**src/rtl/muldiv_sequencer_pkg.sv**
```systemverilog
// Shared encodings for the HI/LO multiply/divide sequencer: operation codes,
// FSM states and small opcode decode helpers.
package muldiv_sequencer_pkg;

    typedef enum logic [1:0] {
        MD_MULT  = 2'b00,
        MD_MULTU = 2'b01,
        MD_DIV   = 2'b10,
        MD_DIVU  = 2'b11
    } mdOp_t;

    typedef enum logic [1:0] {
        S_IDLE = 2'b00,
        S_MUL  = 2'b01,
        S_DIV  = 2'b10,
        S_DONE = 2'b11
    } mdState_t;

    function automatic logic isDivide(input mdOp_t o);
        return (o == MD_DIV) || (o == MD_DIVU);
    endfunction

    function automatic logic isSignedOp(input mdOp_t o);
        return (o == MD_MULT) || (o == MD_DIV);
    endfunction

endpackage

```
**src/rtl/muldiv_sequencer_div_step.sv**
```systemverilog
// One restoring-division iteration: shift the {rem, quo} pair left by one and
// subtract the divisor from the partial remainder when it fits.
module muldiv_sequencer_div_step #(
    parameter int WIDTH = 32
) (
    input  logic [WIDTH-1:0] remIn,
    input  logic [WIDTH-1:0] quoIn,
    input  logic [WIDTH-1:0] divisor,
    output logic [WIDTH-1:0] remOut,
    output logic [WIDTH-1:0] quoOut
);

    // The shifted remainder needs one extra bit so large unsigned divisors compare correctly.
    logic [WIDTH:0] trial;
    logic [WIDTH:0] diff;

    assign trial = {remIn, quoIn[WIDTH-1]};
    assign diff  = trial - {1'b0, divisor};

    always_comb begin
        if (!diff[WIDTH]) begin
            remOut = diff[WIDTH-1:0];
            quoOut = {quoIn[WIDTH-2:0], 1'b1};
        end else begin
            remOut = trial[WIDTH-1:0];
            quoOut = {quoIn[WIDTH-2:0], 1'b0};
        end
    end

endmodule

```
**src/rtl/muldiv_sequencer.sv**
```systemverilog
// HI/LO multiply/divide sequencer for the EX stage: one-cycle registered multiply,
// WIDTH-iteration restoring divide, EX stall request and a done pulse with hi/lo.
module muldiv_sequencer
    import muldiv_sequencer_pkg::*;
#(
    parameter int WIDTH = 32,
    parameter int CNT_W = 6
) (
    input  logic             clk,
    input  logic             rst,
    input  logic             start,
    input  logic [1:0]       op,
    input  logic [WIDTH-1:0] srca,
    input  logic [WIDTH-1:0] srcb,
    input  logic             cancel,
    output logic             stall,
    output logic             busy,
    output logic             done,
    output logic [WIDTH-1:0] hi,
    output logic [WIDTH-1:0] lo
);

    mdState_t           state, stateNext;
    mdOp_t              opIn;
    logic [CNT_W-1:0]   counter;
    logic               signedReg, negQuo, negRem;
    logic [WIDTH-1:0]   remReg, quoReg, divisor;
    logic [WIDTH-1:0]   remStep, quoStep;
    logic [WIDTH-1:0]   srcaMag, srcbMag;
    logic [2*WIDTH-1:0] mulA, mulB, product;
    logic               accept, lastStep;

    assign opIn     = mdOp_t'(op);
    assign accept   = (state == S_IDLE) && start && !cancel;
    assign lastStep = (counter == CNT_W'(WIDTH - 1));
    assign srcaMag  = (isSignedOp(opIn) && srca[WIDTH-1]) ? -srca : srca;
    assign srcbMag  = (isSignedOp(opIn) && srcb[WIDTH-1]) ? -srcb : srcb;

    // Multiply operands live in quoReg/divisor; sign-extending to 2*WIDTH makes the
    // low half of an ordinary product the correct signed or unsigned result.
    assign mulA    = {{WIDTH{signedReg & quoReg[WIDTH-1]}}, quoReg};
    assign mulB    = {{WIDTH{signedReg & divisor[WIDTH-1]}}, divisor};
    assign product = mulA * mulB;

    muldiv_sequencer_div_step #(.WIDTH(WIDTH)) divStep (
        .remIn  (remReg),
        .quoIn  (quoReg),
        .divisor(divisor),
        .remOut (remStep),
        .quoOut (quoStep)
    );

    always_comb begin
        // NOTE: every always_comb output gets a default first so no path infers a latch.
        stateNext = state;
        if (cancel) begin
            stateNext = S_IDLE;
        end else begin
            unique case (state)
                S_IDLE: if (start) begin
                    if (!isDivide(opIn))  stateNext = S_MUL;
                    else if (srcb == '0)  stateNext = S_DONE;
                    else                  stateNext = S_DIV;
                end
                S_MUL:  stateNext = S_DONE;
                S_DIV:  if (lastStep) stateNext = S_DONE;
                S_DONE: stateNext = S_IDLE;
                default: stateNext = S_IDLE;
            endcase
        end
    end

    assign busy  = (state == S_MUL) || (state == S_DIV);
    assign done  = (state == S_DONE);
    // Gated by rst so the hazard unit sees no stall while reset is held.
    assign stall = rst && (accept || busy);

    // NOTE: sequential state uses non-blocking assignments so every register samples pre-edge values.
    always_ff @(posedge clk or negedge rst) begin
        if (!rst) begin
            state     <= S_IDLE;
            counter   <= '0;
            signedReg <= 1'b0;
            negQuo    <= 1'b0;
            negRem    <= 1'b0;
            remReg    <= '0;
            quoReg    <= '0;
            divisor   <= '0;
            hi        <= '0;
            lo        <= '0;
        end else begin
            state <= stateNext;
            if (!cancel) begin
                unique case (state)
                    S_IDLE: if (start) begin
                        signedReg <= isSignedOp(opIn);
                        negQuo    <= isSignedOp(opIn) && (srca[WIDTH-1] ^ srcb[WIDTH-1]);
                        negRem    <= isSignedOp(opIn) && srca[WIDTH-1];
                        counter   <= '0;
                        remReg    <= '0;
                        if (isDivide(opIn)) begin
                            quoReg  <= srcaMag;
                            divisor <= srcbMag;
                            if (srcb == '0) begin
                                hi <= srca;
                                lo <= '1;
                            end
                        end else begin
                            quoReg  <= srca;
                            divisor <= srcb;
                        end
                    end
                    S_MUL: begin
                        hi <= product[2*WIDTH-1:WIDTH];
                        lo <= product[WIDTH-1:0];
                    end
                    S_DIV: begin
                        remReg  <= remStep;
                        quoReg  <= quoStep;
                        counter <= counter + CNT_W'(1);
                        if (lastStep) begin
                            hi <= negRem ? -remStep : remStep;
                            lo <= negQuo ? -quoStep : quoStep;
                        end
                    end
                    default: ;
                endcase
            end
        end
    end

endmodule

```
**config.mk**
```make
export PLATFORM = sky130hd
export DESIGN_NAME = muldiv_sequencer
export DESIGN_NICKNAME = d
export VERILOG_FILES = /design/src/rtl/muldiv_sequencer_pkg.sv /design/src/rtl/muldiv_sequencer_div_step.sv /design/src/rtl/muldiv_sequencer.sv
export SDC_FILE = /design/constraint.sdc
export NUM_CORES = 2
export LEC_CHECK = 0
export CAP_MARGIN = 10
export CORE_ASPECT_RATIO = 2
export CORE_MARGIN = 2
export CORE_UTILIZATION = 45
export DETAILED_ROUTE_END_ITERATION = 10
export HOLD_SLACK_MARGIN = 0.1
export SYNTH_ARGS = -nofsm -noshare
export SYNTH_HDL_FRONTEND = slang
export SYNTH_HIERARCHICAL = 1
export SYNTH_SLANG_ARGS = --single-unit
```
**constraint.sdc**
```tcl
create_clock -name clk -period 8.95 [get_ports clk]
set_input_delay 1.79 -clock clk [delete_from_list [all_inputs] [get_ports clk]]
set_output_delay 1.79 -clock clk [all_outputs]
set_load 0.01 [all_outputs]
```
==> impl_metrics.json <==
{
  "status": "finished, final reports clean",
  "critPathLaunch": "divisor[16]",
  "rsz0062_at_grt": "false",
  "ys_async_sr_fraction_pct": 100,
  "die_h_um": 479,
  "met3_length_um": 7620,
  "ys_seq_area_share_pct": 8.42,
  "core_area_um2": 112000,
  "hold_depth": 1,
  "clk_latency_ps": 470,
  "cts_hold_buf": 0,
  "grt_pass1_vias": 45100,
  "clkSinkCount": 171,
  "mostFrequentLayoutCells": "inv_1 (1,177), fa_1 (1,125), nand2_1 (919)",
  "synth_edf_count": 0,
  "tightestPinTransition_ps": 1100,
  "synth_fp_nets": 7206,
  "place_congestion": 1.01,
  "crit_arrival_ps": 9230,
  "clock_path_buffers": 2,
  "tritoncts": "built",
  "syn-cell-area_um2": 50800,
  "hp-class": "reg -> reg",
  "die_area_um2": 116000,
  "max_slew_margin_pct": 26.4,
  "drive_above_1_share_pct": 6.07,
  "wirelength_um": 177000,
  "ant_nets": 0,
  "r2r_setup_slack_ps": 120,
  "wl_per_cell_um": 24.3,
  "post-route-drc-count": 0,
  "synth_seq_cells": 171,
  "port_buffers": 136,
  "drv_slew": 0,
  "h-tree-depth": 4,
  "final_hold_viol_count": 0,
  "dr.pass1.iters": 7,
  "grtUsageTotal_pct": 31.5,
  "cap_viol_max_count": 0,
  "synth_cells": 5756,
  "antenna_found_initial": 8,
  "cts_inserted_buffers": 17,
  "cp_max_fo": 14,
  "grt_pass1_wl_um": 272000,
  "row_count": 174,
  "finalSetupTns_ps": 0,
  "setup_viol": 0,
  "fin_nets": 7232,
  "fin_cells": 7297,
  "fin_crit_ps": 8830,
  "num_vias": 40500,
  "grt_overflow": 0,
  "avgViaCountPerCell": 5.54,
  "initial_core_util_pct": 45.3,
  "cts_root_buf": "clkbuf_16",
  "clk_pin_slew_ps": 70,
  "dr_wl_met2_um": 95700,
  "ios": 137,
  "timing.rr.start": "divisor[16]",
  "reg2reg_depth": 24,
  "yosysUniqueCellTypes": 93,
  "grt_max_degree": 80,
  "fmax_ghz": 0.113,
  "end_kind": "register",
  "die-width_um": 242,
  "wl_met1_um": 55800,
  "synth_area_per_cell_um2": 8.83,
  "finalCritPeriodShare_pct": 98.6,
  "dpl.hpwl_um": 150000,
  "hold_end": "hi[1]",
  "worst_r2r_endpoint": "hi[5]",
  "fillers": 10700,
  "syn2layout_area_growth_pct": 8.43,
  "drt_iter0_drc": 2712,
  "synthFlopType": "dfrtp_1",
  "cp.required_ps": 9350,
  "finalClockSkew_ps": 20.2,
  "top_layer": "met5",
  "setup.worst_path.class": "reg -> reg",
  "yosysWarnings": 6,
  "dp.cells": 7256,
  "critPathLaunchType": "register",
  "holdCritStartpoint": "hi[1]",
  "final_common_cell": "inv_1"
}
==> worst max path at each step <==
stage | cells past startpoint | slack, ps | to
3_5_place_dp | 24 | -60 | hi[21]
6_report | 24 | 120 | hi[5]
3_3_place_gp | 24 | -50 | hi[21]
5_1_grt | 26 | 6 | hi[30]
4_1_cts | 24 | 110 | hi[9]
2_1_floorplan | 30 | 800 | hi[31]
==> critical path, cell delays in order (launching register included) <==
cell and delay (ps):
dfrtp_1 840, buf_4 330, and2_1 170, fa_1 440, fa_1 530, inv_1 50
fa_1 470, inv_1 50, fa_1 480, fa_1 630, fa_1 470, fa_1 510
inv_1 60, fa_1 490, inv_1 50, ha_1 410, nand2_1 150, nor4_1 480
o21ai_0 370, and2_1 310, o21ai_0 310, xor2_1 520, a22oi_1 210, a211oi_1 300
a21o_1 110
==> per-layer routing <==
layer	vias to the layer above	global-route usage, %
met4	2	26.1
met2	1443	59.4
met3	595	3.21
met1	21000	30.9
met5	-	0
li1	17500	-
==> registers in the layout (all words and copies together), names as in the netlist <==
signal     flops
quoReg        32
signedReg      1
remReg        32
negQuo         1
divisor       32
hi            32
lo            32
counter        6
negRem         1
state          2
==> repair_timing <==
| item | CTS | global route |
|---|---|---|
| gates resized for setup | 5 | 18 |
| endpoints found under the setup margin | 2 | 18 |
| setup buffers | 0 | 3 |
| hold endpoints to repair | 0 | 0 |
==> stage by stage <==
stage,utilization (%),setup WS [ps],instance area [µm²],hold WS (ps)
2_1_floorplan,-,795,50800,465
3_3_place_gp,48.5,-54.4,54400,466
3_5_place_dp,48.5,-59.6,54400,468
4_1_cts,49.1,108,55000,497
5_1_grt,49.1,5.67,55100,513
6_report,49.1,122,55100,492
==> synthesized netlist by cell type, drive strengths merged (15+ instances only) <==
cell type  count  share of area (%)
inv         1180                8.7
fa          1126                 44
nand2        919                6.8
and2         358                4.4
clkbuf       297                2.2
ha           254                6.3
o21ai        198                2.0
a21oi        187                1.8
nor2         172                1.3
dfrtp        171                8.4
xnor2        153                2.6
buf           60               0.88
a21o          58               0.86
xor2          58                1.0
nor3          53               0.55
nand3         43               0.43
o31ai         36               0.53
and3          35               0.45
a22o          33               0.57
a31oi         33               0.41
a221oi        27               0.47
or3           25               0.31
mux2          24               0.67
nand2b        22               0.27
nand4         20               0.25
o21a          19               0.28
nor4          17               0.25
a211oi        15               0.23
==> cells by family (layout without fill, tap and decap cells) <==
group / count (synthesis) / after routing / share of synthesized area (%)
xor gates and xnor gates: 211 / 211 / 3.64
and+or+nand+nor: 1720 / 1720 / 15.8
other: 0 / 6 / 0
DFF: 171 / 171 / 8.42
muxes: 31 / 31 / 0.835
adders and majority gates: 1380 / 1380 / 50.6
AOI/OAI and AO/OA: 705 / 705 / 8.85
buffers and inverters: 1538 / 1577 / 11.8
==> area by class of cell <==
type	count	area [µm²]	share of cell area, %
clock inverter	13	133	0.241
tap	1496	1870	3.40
sequential	171	4300	7.80
antenna	6	15.0	0.0272
multi-input combinational	4047	40600	73.7
inverter	1180	4440	8.06
timing repair buffer	365	3300	5.98
clock buffer	19	443	0.804
Power is not shown: default switching activity piles up to over one toggle a cycle in this logic, so the estimate is an artifact.
